### config.mk
export PLATFORM = sky130hd
export DESIGN_NAME = gf163_mul_seq_flat
export DESIGN_NICKNAME = d
export VERILOG_FILES = /design/src/rtl/gf163_mul_seq_if.sv /design/src/rtl/gf163_mul_seq.sv /design/src/flat_wrapper.sv
export SDC_FILE = /design/constraint.sdc
export NUM_CORES = 1
export LEC_CHECK = 0
export ABC_AREA = 1
export CORE_AREA = 2 2 391 393
export DETAILED_ROUTE_END_ITERATION = 7
export DIE_AREA = 0 0 393 395
export MAX_ROUTING_LAYER = met4
export SYNTH_ARGS = -nofsm -noshare
export SYNTH_HDL_FRONTEND = slang
export SYNTH_SLANG_ARGS = --single-unit
### constraint.sdc
create_clock -name clk -period 2.1 [get_ports clk]
set_input_delay 0.42 -clock clk [delete_from_list [all_inputs] [get_ports clk]]
set_output_delay 0.42 -clock clk [all_outputs]
set_load 0.02 [all_outputs]
### src/rtl/gf163_mul_seq_if.sv
// gf163_mul_seq_if: request, multiplier-core and result signals of the GF(2^163) sequencer
interface gf163_mul_seq_if #(
    parameter int CNT_W = 8
);
    logic             req_valid;
    logic             req_ready;
    logic [162:0]     req_a;
    logic [162:0]     req_b;
    logic [CNT_W-1:0] req_nsq;
    logic             core_enable;
    logic [162:0]     core_a;
    logic [162:0]     core_b;
    logic [162:0]     core_res;
    logic             res_valid;
    logic             res_ready;
    logic [162:0]     res_c;
    logic             busy;

    modport slave (
        input  req_valid, req_a, req_b, req_nsq, core_res, res_ready,
        output req_ready, core_enable, core_a, core_b, res_valid, res_c, busy
    );

    modport master (
        output req_valid, req_a, req_b, req_nsq, core_res, res_ready,
        input  req_ready, core_enable, core_a, core_b, res_valid, res_c, busy
    );
endinterface

### src/rtl/gf163_mul_seq.sv
// gf163_mul_seq: computes (A*B)^(2^nsq) by sequencing one product and nsq squarings on an external core
module gf163_mul_seq #(
    parameter int CORE_LAT = 3,
    parameter int CNT_W    = 8
) (
    input logic            clk,
    input logic            rst_n,
    gf163_mul_seq_if.slave bus
);
    localparam int LW = (CORE_LAT > 2) ? $clog2(CORE_LAT) : 1;
    localparam logic [LW-1:0] LAT_LOAD = LW'(CORE_LAT - 1);
    localparam logic [2:0] S_IDLE  = 3'd0;
    localparam logic [2:0] S_ISSUE = 3'd1;
    localparam logic [2:0] S_WAIT  = 3'd2;
    localparam logic [2:0] S_CAPT  = 3'd3;
    localparam logic [2:0] S_DONE  = 3'd4;

    logic [2:0]       r_state;
    logic [162:0]     r_a;
    logic [162:0]     r_b;
    logic [162:0]     r_w;
    logic [CNT_W-1:0] r_nsq;
    logic [LW-1:0]    r_lat;
    logic             r_first;
    logic             w_issue;

    // Sequencer: one pass per core operation, the core result is taken only in CAPT
    always_ff @(posedge clk) begin
        if (!rst_n) begin
            r_state <= S_IDLE;
            r_a     <= '0;
            r_b     <= '0;
            r_w     <= '0;
            r_nsq   <= '0;
            r_lat   <= '0;
            r_first <= 1'b0;
        end else begin
            case (r_state)
                S_IDLE: begin
                    if (bus.req_valid) begin
                        r_a     <= bus.req_a;
                        r_b     <= bus.req_b;
                        r_nsq   <= bus.req_nsq;
                        r_first <= 1'b1;
                        r_state <= S_ISSUE;
                    end
                end
                S_ISSUE: begin
                    r_lat   <= LAT_LOAD;
                    r_state <= (CORE_LAT == 1) ? S_CAPT : S_WAIT;
                end
                S_WAIT: begin
                    r_lat <= r_lat - 1'b1;
                    if (r_lat == LW'(1))
                        r_state <= S_CAPT;
                end
                S_CAPT: begin
                    r_w     <= bus.core_res;
                    r_first <= 1'b0;
                    if (r_nsq != '0) begin
                        r_nsq   <= r_nsq - 1'b1;
                        r_state <= S_ISSUE;
                    end else begin
                        r_state <= S_DONE;
                    end
                end
                S_DONE: begin
                    if (bus.res_ready)
                        r_state <= S_IDLE;
                end
                default: r_state <= S_IDLE;
            endcase
        end
    end

    // The first pass multiplies the latched operands, every later pass squares W
    assign w_issue         = (r_state == S_ISSUE);
    assign bus.core_enable = w_issue;
    assign bus.core_a      = w_issue ? (r_first ? r_a : r_w) : '0;
    assign bus.core_b      = w_issue ? (r_first ? r_b : r_w) : '0;
    assign bus.req_ready   = (r_state == S_IDLE);
    assign bus.busy        = (r_state != S_IDLE);
    assign bus.res_valid   = (r_state == S_DONE);
    assign bus.res_c       = r_w;
endmodule

### src/flat_wrapper.sv
// flat-port wrapper written by rule: the top's interface ports become plain ports
module gf163_mul_seq_flat 
#(
    parameter int CORE_LAT = 3,
    parameter int CNT_W    = 8
)
  (clk, rst_n, bus_req_valid, bus_req_a, bus_req_b, bus_req_nsq, bus_core_res, bus_res_ready, bus_req_ready, bus_core_enable, bus_core_a, bus_core_b, bus_res_valid, bus_res_c, bus_busy);
  gf163_mul_seq_if #(.CNT_W(CNT_W)) bus_i ();
  input logic clk;
  input logic rst_n;
  input wire logic [$bits(bus_i.req_valid)-1:0] bus_req_valid;
  input wire logic [$bits(bus_i.req_a)-1:0] bus_req_a;
  input wire logic [$bits(bus_i.req_b)-1:0] bus_req_b;
  input wire logic [$bits(bus_i.req_nsq)-1:0] bus_req_nsq;
  input wire logic [$bits(bus_i.core_res)-1:0] bus_core_res;
  input wire logic [$bits(bus_i.res_ready)-1:0] bus_res_ready;
  output wire logic [$bits(bus_i.req_ready)-1:0] bus_req_ready;
  output wire logic [$bits(bus_i.core_enable)-1:0] bus_core_enable;
  output wire logic [$bits(bus_i.core_a)-1:0] bus_core_a;
  output wire logic [$bits(bus_i.core_b)-1:0] bus_core_b;
  output wire logic [$bits(bus_i.res_valid)-1:0] bus_res_valid;
  output wire logic [$bits(bus_i.res_c)-1:0] bus_res_c;
  output wire logic [$bits(bus_i.busy)-1:0] bus_busy;
  assign bus_i.req_valid = bus_req_valid;
  assign bus_i.req_a = bus_req_a;
  assign bus_i.req_b = bus_req_b;
  assign bus_i.req_nsq = bus_req_nsq;
  assign bus_i.core_res = bus_core_res;
  assign bus_i.res_ready = bus_res_ready;
  assign bus_req_ready = bus_i.req_ready;
  assign bus_core_enable = bus_i.core_enable;
  assign bus_core_a = bus_i.core_a;
  assign bus_core_b = bus_i.core_b;
  assign bus_res_valid = bus_i.res_valid;
  assign bus_res_c = bus_i.res_c;
  assign bus_busy = bus_i.busy;
  gf163_mul_seq #(.CORE_LAT(CORE_LAT), .CNT_W(CNT_W)) u_core (.clk(clk), .rst_n(rst_n), .bus(bus_i));
endmodule
* Word level (Yosys, flattened, before mapping) *
Index checks and enable logic that the tools add are counted.

cells by class
  $add $sub $neg = 2
  equality and inequality tests = 9
  muxes and demuxes = 15
  reductions and logical operators = 9

operators with widths
  operator             number
  $mux 163             4
  $mux 8               2
  $pmux 8 s2           1
  $pmux 3 s5           1
  $mux 3               4
  $reduce_bool 8->1    1
  $sub 8x1->8 const B  1
  $eq 3x2->1 const B   2
  $reduce_and 3->1     2
  $ne 2x1->1 const B   2
  $ne 2x2->1 const B   2
  $pmux 2 s2           1
  $reduce_and 2->1     2
  $reduce_bool 2->1    2
  $eq 3x1->1 const B   1
  $eq 3x3->1 const B   1
  $logic_not 3->1      1
  $reduce_bool 3->1    1
  $eq 2x1->1 const B   1
  $pmux 1 s2           1
  $sub 2x1->2 const B  1
  $mux 1               1

storage, ports and cells
  flip-flop bits (word level) = 503
  input bits = 501

* Longest topological paths before layout *
  word-level depth = 3
  depth in mapped cells = 11

* Least setup slack after synthesis *
Ideal clock, no wire load.

  path type = register to output
  start = reg u_core.r_state[0]
  end = out bus_core_a[0]
  data arrival time = 1.762 ns
  required time = 1.680 ns
  setup slack = -0.082 ns
  stages on the path, launching flop included = 7
  path buffers = 2
  cells stage by stage = dfxtp_1 -> inv_1 -> nor3_1 -> inv_2 -> clkbuf_1 -> clkbuf_1 -> nor2_1

on the way
  word-level cells in the longest chain between the ends = 2

ends and longest elaborated chain
  what                    line                 RTL
  from (decl)             gf163_mul_seq.sv:18  logic [2:0] r_state;
  from (signal assigned)  gf163_mul_seq.sv:50  r_state <= (CORE_LAT == 1) ? S_CAPT : S_WAIT;
  $eq 3x1->1              gf163_mul_seq.sv:77  assign w_issue = (r_state == S_ISSUE);
  via bus_core_enable     flat_wrapper.sv:18   output wire logic [$bits(bus_i.core_enable)-1:0] bus_core_enable;
  $mux 163                gf163_mul_seq.sv:79  assign bus.core_a = w_issue ? (r_first ? r_a : r_w) : '0;
  to (decl)               flat_wrapper.sv:19   output wire logic [$bits(bus_i.core_a)-1:0] bus_core_a;

The timed path passes the listed nets, and every way through them passes these cells.

* Final worst setup path *
  start = reg u_core.r_state[2]
  end = out bus_core_b[152]

on the way
  word-level cells in the longest chain between the ends = 2

ends and longest elaborated chain
  what        line                 RTL
  $eq 3x1->1  gf163_mul_seq.sv:77
  $mux 163    gf163_mul_seq.sv:80  assign bus.core_b = w_issue ? (r_first ? r_b : r_w) : '0;
  to (decl)   flat_wrapper.sv:20   output wire logic [$bits(bus_i.core_b)-1:0] bus_core_b;

Every way passes these cells.

==> flow_summary.toml <==
[timing]
final_hold_viol_count = 0
setup_viol = 401
relSlewSlack_pct = 50.9
clock_skew_ns = 0.0380
fmax_ghz = 0.370
layout_setup_ws_ns = -0.601
fin_crit_sh_pct = 129
rsz0062_at_grt = "yes"
drv_slew = 0
tightest_slew_ns = 0.737
period_minus_slack_ns = 2.70

[logic_synthesis]
synth.cell_area_um2 = 22100
ys_seq_elements = 503
async_flop_share_pct = 0
yosysSeqAreaShare_pct = 45.6
synth.avg_cell_area_um2 = 6.89
yosysWarnings = 0
synth_ff_type = "dfxtp_1"
syn_inst = 3205
synth_edf_count = 0
syn_nets = 3709
yosysUniqueCellTypes = 22

[hold_path]
worstHoldPathCells = 3
hold_path.class = "primary input to flip-flop"

[placed_design]
dp.cells = 6201
dpl_cell_area_um2 = 36200
gp_congestion = 0.969
hpwl_um = 108000
port_buffers = 993

[power_and_ir_drop]
irDropWorstVdd_v = 0.000584
pwr-share-seq_pct = 28.4
p_int_mw = 25.7
pwr-share-clk_pct = 26.6
p_per_area_nw_per_um2 = 1090
p_leak_nw = 14.9
comb_power_share_pct = 45.0
switchingPower_mw = 17.6
swShare_pct = 40.7

[routing]
num_vias = 27100
drt_wl_total_um = 142000
dr.first_iter.drc_count = 1941
ant_nets = 0
firstDrtPassIters = 8
post-route-drc-count = 0
vias_per_cell = 4.23
avgRoutedWirePerCell_um = 22.3

[critical_path]
cpPeakStageDelay_ns = 0.33
cp.required_ns = 1.68
reg2regPathDepth = 11
worst_path_most_repeated_cell = "buf_12"
cp-start-kind = "flip-flop"
cp_max_fo = 23
path_buf_inv = 6
critPathTopFamily = "buffers and inverters"
crit_slowest_cell = "dfxtp_2"
crit_path_end_kind = "primary output"
arrival_ns = 2.28
path_cells = "nor3_4 > buf_12 > inv_16 > buf_6 > buf_12 > nor2_2 > buf_4 > buf_12"
cp.depth = 8
worstSetupPathType = "flip-flop to primary output"

[die]
rows = 143
fp.dieArea_um2 = 155000
coreArea_um2 = 151000
die_w_um = 393
die_y_um = 395
io_pins = 994
start_util_pct = 14.6

[clocking]
clkLatencyLatePin_ns = 0.66
clock-sinks = 503
cts.reportedPaths.clkPinSlew_ns = 0.06
clock_path_buffers = 3
cts_htree_levels = 3
root_buffer = "clkbuf_16"
cts_tree = "built"
cts_made_buffers = 68

[status]
status = "finished, violations left"
violations = "negative setup slack"

[cells_and_area]
fin_cells = 6389
synthToLayoutAreaGrowth_pct = 80.4
num-nets-final = 4790
final_cell_area_um2 = 39800
layout-drive-gt1-share_pct = 20.4

[grt]
grt_pass1_vias = 25800
antenna_found_initial = 40
grt_overflow = 0
track_usage_pct = 17.7
grt_pass1_wl_um = 190000
grt_start_max_net_pins = 104

[run]
cap_viol_max_count = 0
-- synth_stat cells (5+ instances only) --
cell type	number	area, um2
dfxtp_1	503	10100
inv_2	5	18.8
inv_1	181	679
clkbuf_1	170	638
nand3_1	337	1690
buf_1	12	45.0
nand2_1	362	1360
a21oi_1	827	4140
buf_2	107	536
nor2_1	512	1920
o21ai_0	170	851
-- sequential cells by signal (all words and copies together) (netlist names) --
register and flops:
u_core.bus.res_c 163, u_core.r_a 163, u_core.r_b 163, u_core.r_first 1, u_core.r_lat 2, u_core.r_nsq 8, u_core.r_state 3
-- cell type report --
| class | count | area (um2) |
|---|---|---|
| clock inverter | 18 | 225 |
| antenna | 26 | 65.1 |
| timing repair buffer | 1300 | 13200 |
| timing repair inverter | 3 | 56.3 |
| sequential | 503 | 10100 |
| inverter | 186 | 729 |
| multi-input combinational | 2224 | 11000 |
| tap | 2030 | 2540 |
| fill | 16500 | 111000 |
| clock buffer | 99 | 1940 |
-- power by group through the flow --
stage	clock network [mW]	logic, mW	registers, mW
after CTS	11.9	17.8	12.2
final	11.5	19.5	12.3
after detailed placement	0	16.3	12.4
after global routing	12.3	20.7	12.4
after global placement	0	16.3	12.4
after floorplan	0	7.61	12.6
-- kinds of logic (layout without fill, tap and decap cells) --
group | count (synthesis) | after routing | synth area share (%)
AOI/OAI and AO/OA | 1000 | 1000 | 22.7
adders and majority gates | 3 | 3 | 0.170
DFF | 503 | 503 | 45.6
buffers and inverters | 478 | 1606 | 8.80
and+or+nand+nor | 1221 | 1221 | 22.8
other | 0 | 26 | 0
-- worst paths after layout --
path / startpoint / endpoint / slack, ns
setup / recovery: u_core.r_state[2] / bus_core_b[152] / -0.60
hold / removal: rst_n / u_core.bus.res_c[95] / 0.16
setup reg to reg: u_core.r_state[2] / u_core.r_a[15] / -0.03
hold reg to reg: u_core.r_b[87] / u_core.r_b[87] / 0.46
-- worst reg2reg max path: cells and delay by family (launching register included) --
kind	cells	cell delay, ns
buffers and inverters	7	1.17
AND/OR/NAND/NOR	3	0.37
flip-flops	1	0.33
AO/OA/AOI/OAI	1	0.19
-- what timing repair did --
action / CTS / global route
cloned: 11 / 8
setup endpoints to repair: 438 / 444
resized for setup: 754 / 737
hold buffers: 0 / 0
buffers inserted: 9 / 18
pin swaps: 5 / 9
-- per-stage QoR --
step                power (mW)  utilization [%]  hold slack (ns)  setup WS [ns]  TNS (ns)
floorplan                 20.2                -            0.429          0.149         0
global placement          28.6             23.9            0.441         -0.374    -72.81
detailed placement        28.7             23.9            0.455         -0.386    -65.96
CTS                       41.9             25.6           0.0850         -0.677   -197.87
global route              45.4             26.3            0.121         -0.686   -191.68
finish                    43.3             26.3            0.156         -0.601   -145.12
-- routing by layer --
layer	up-vias	track usage, %	part of all wire, %
met1	12800	20.5	40
met4	0	7.79	4.0
met5	-	-	0
met2	1136	28.3	47
met3	202	4.85	8.4
li1	12900	-	-
-- cell usage in the layout (no fill, tap or decap), drive strengths merged, types with 3 or more instances in the layout --
cell type,n
a21oi,827
clkdlybuf4s50,654
buf,567
nor2,514
dfxtp,503
nand2,363
nand3,337
inv,196
o21ai,172
clkbuf,114
dlygate4sd2,48
diode,26
clkdlybuf4s15,13
clkinv,8
ha,3
bufbuf,3
nor3,3
(Power assumes the default switching activity.)
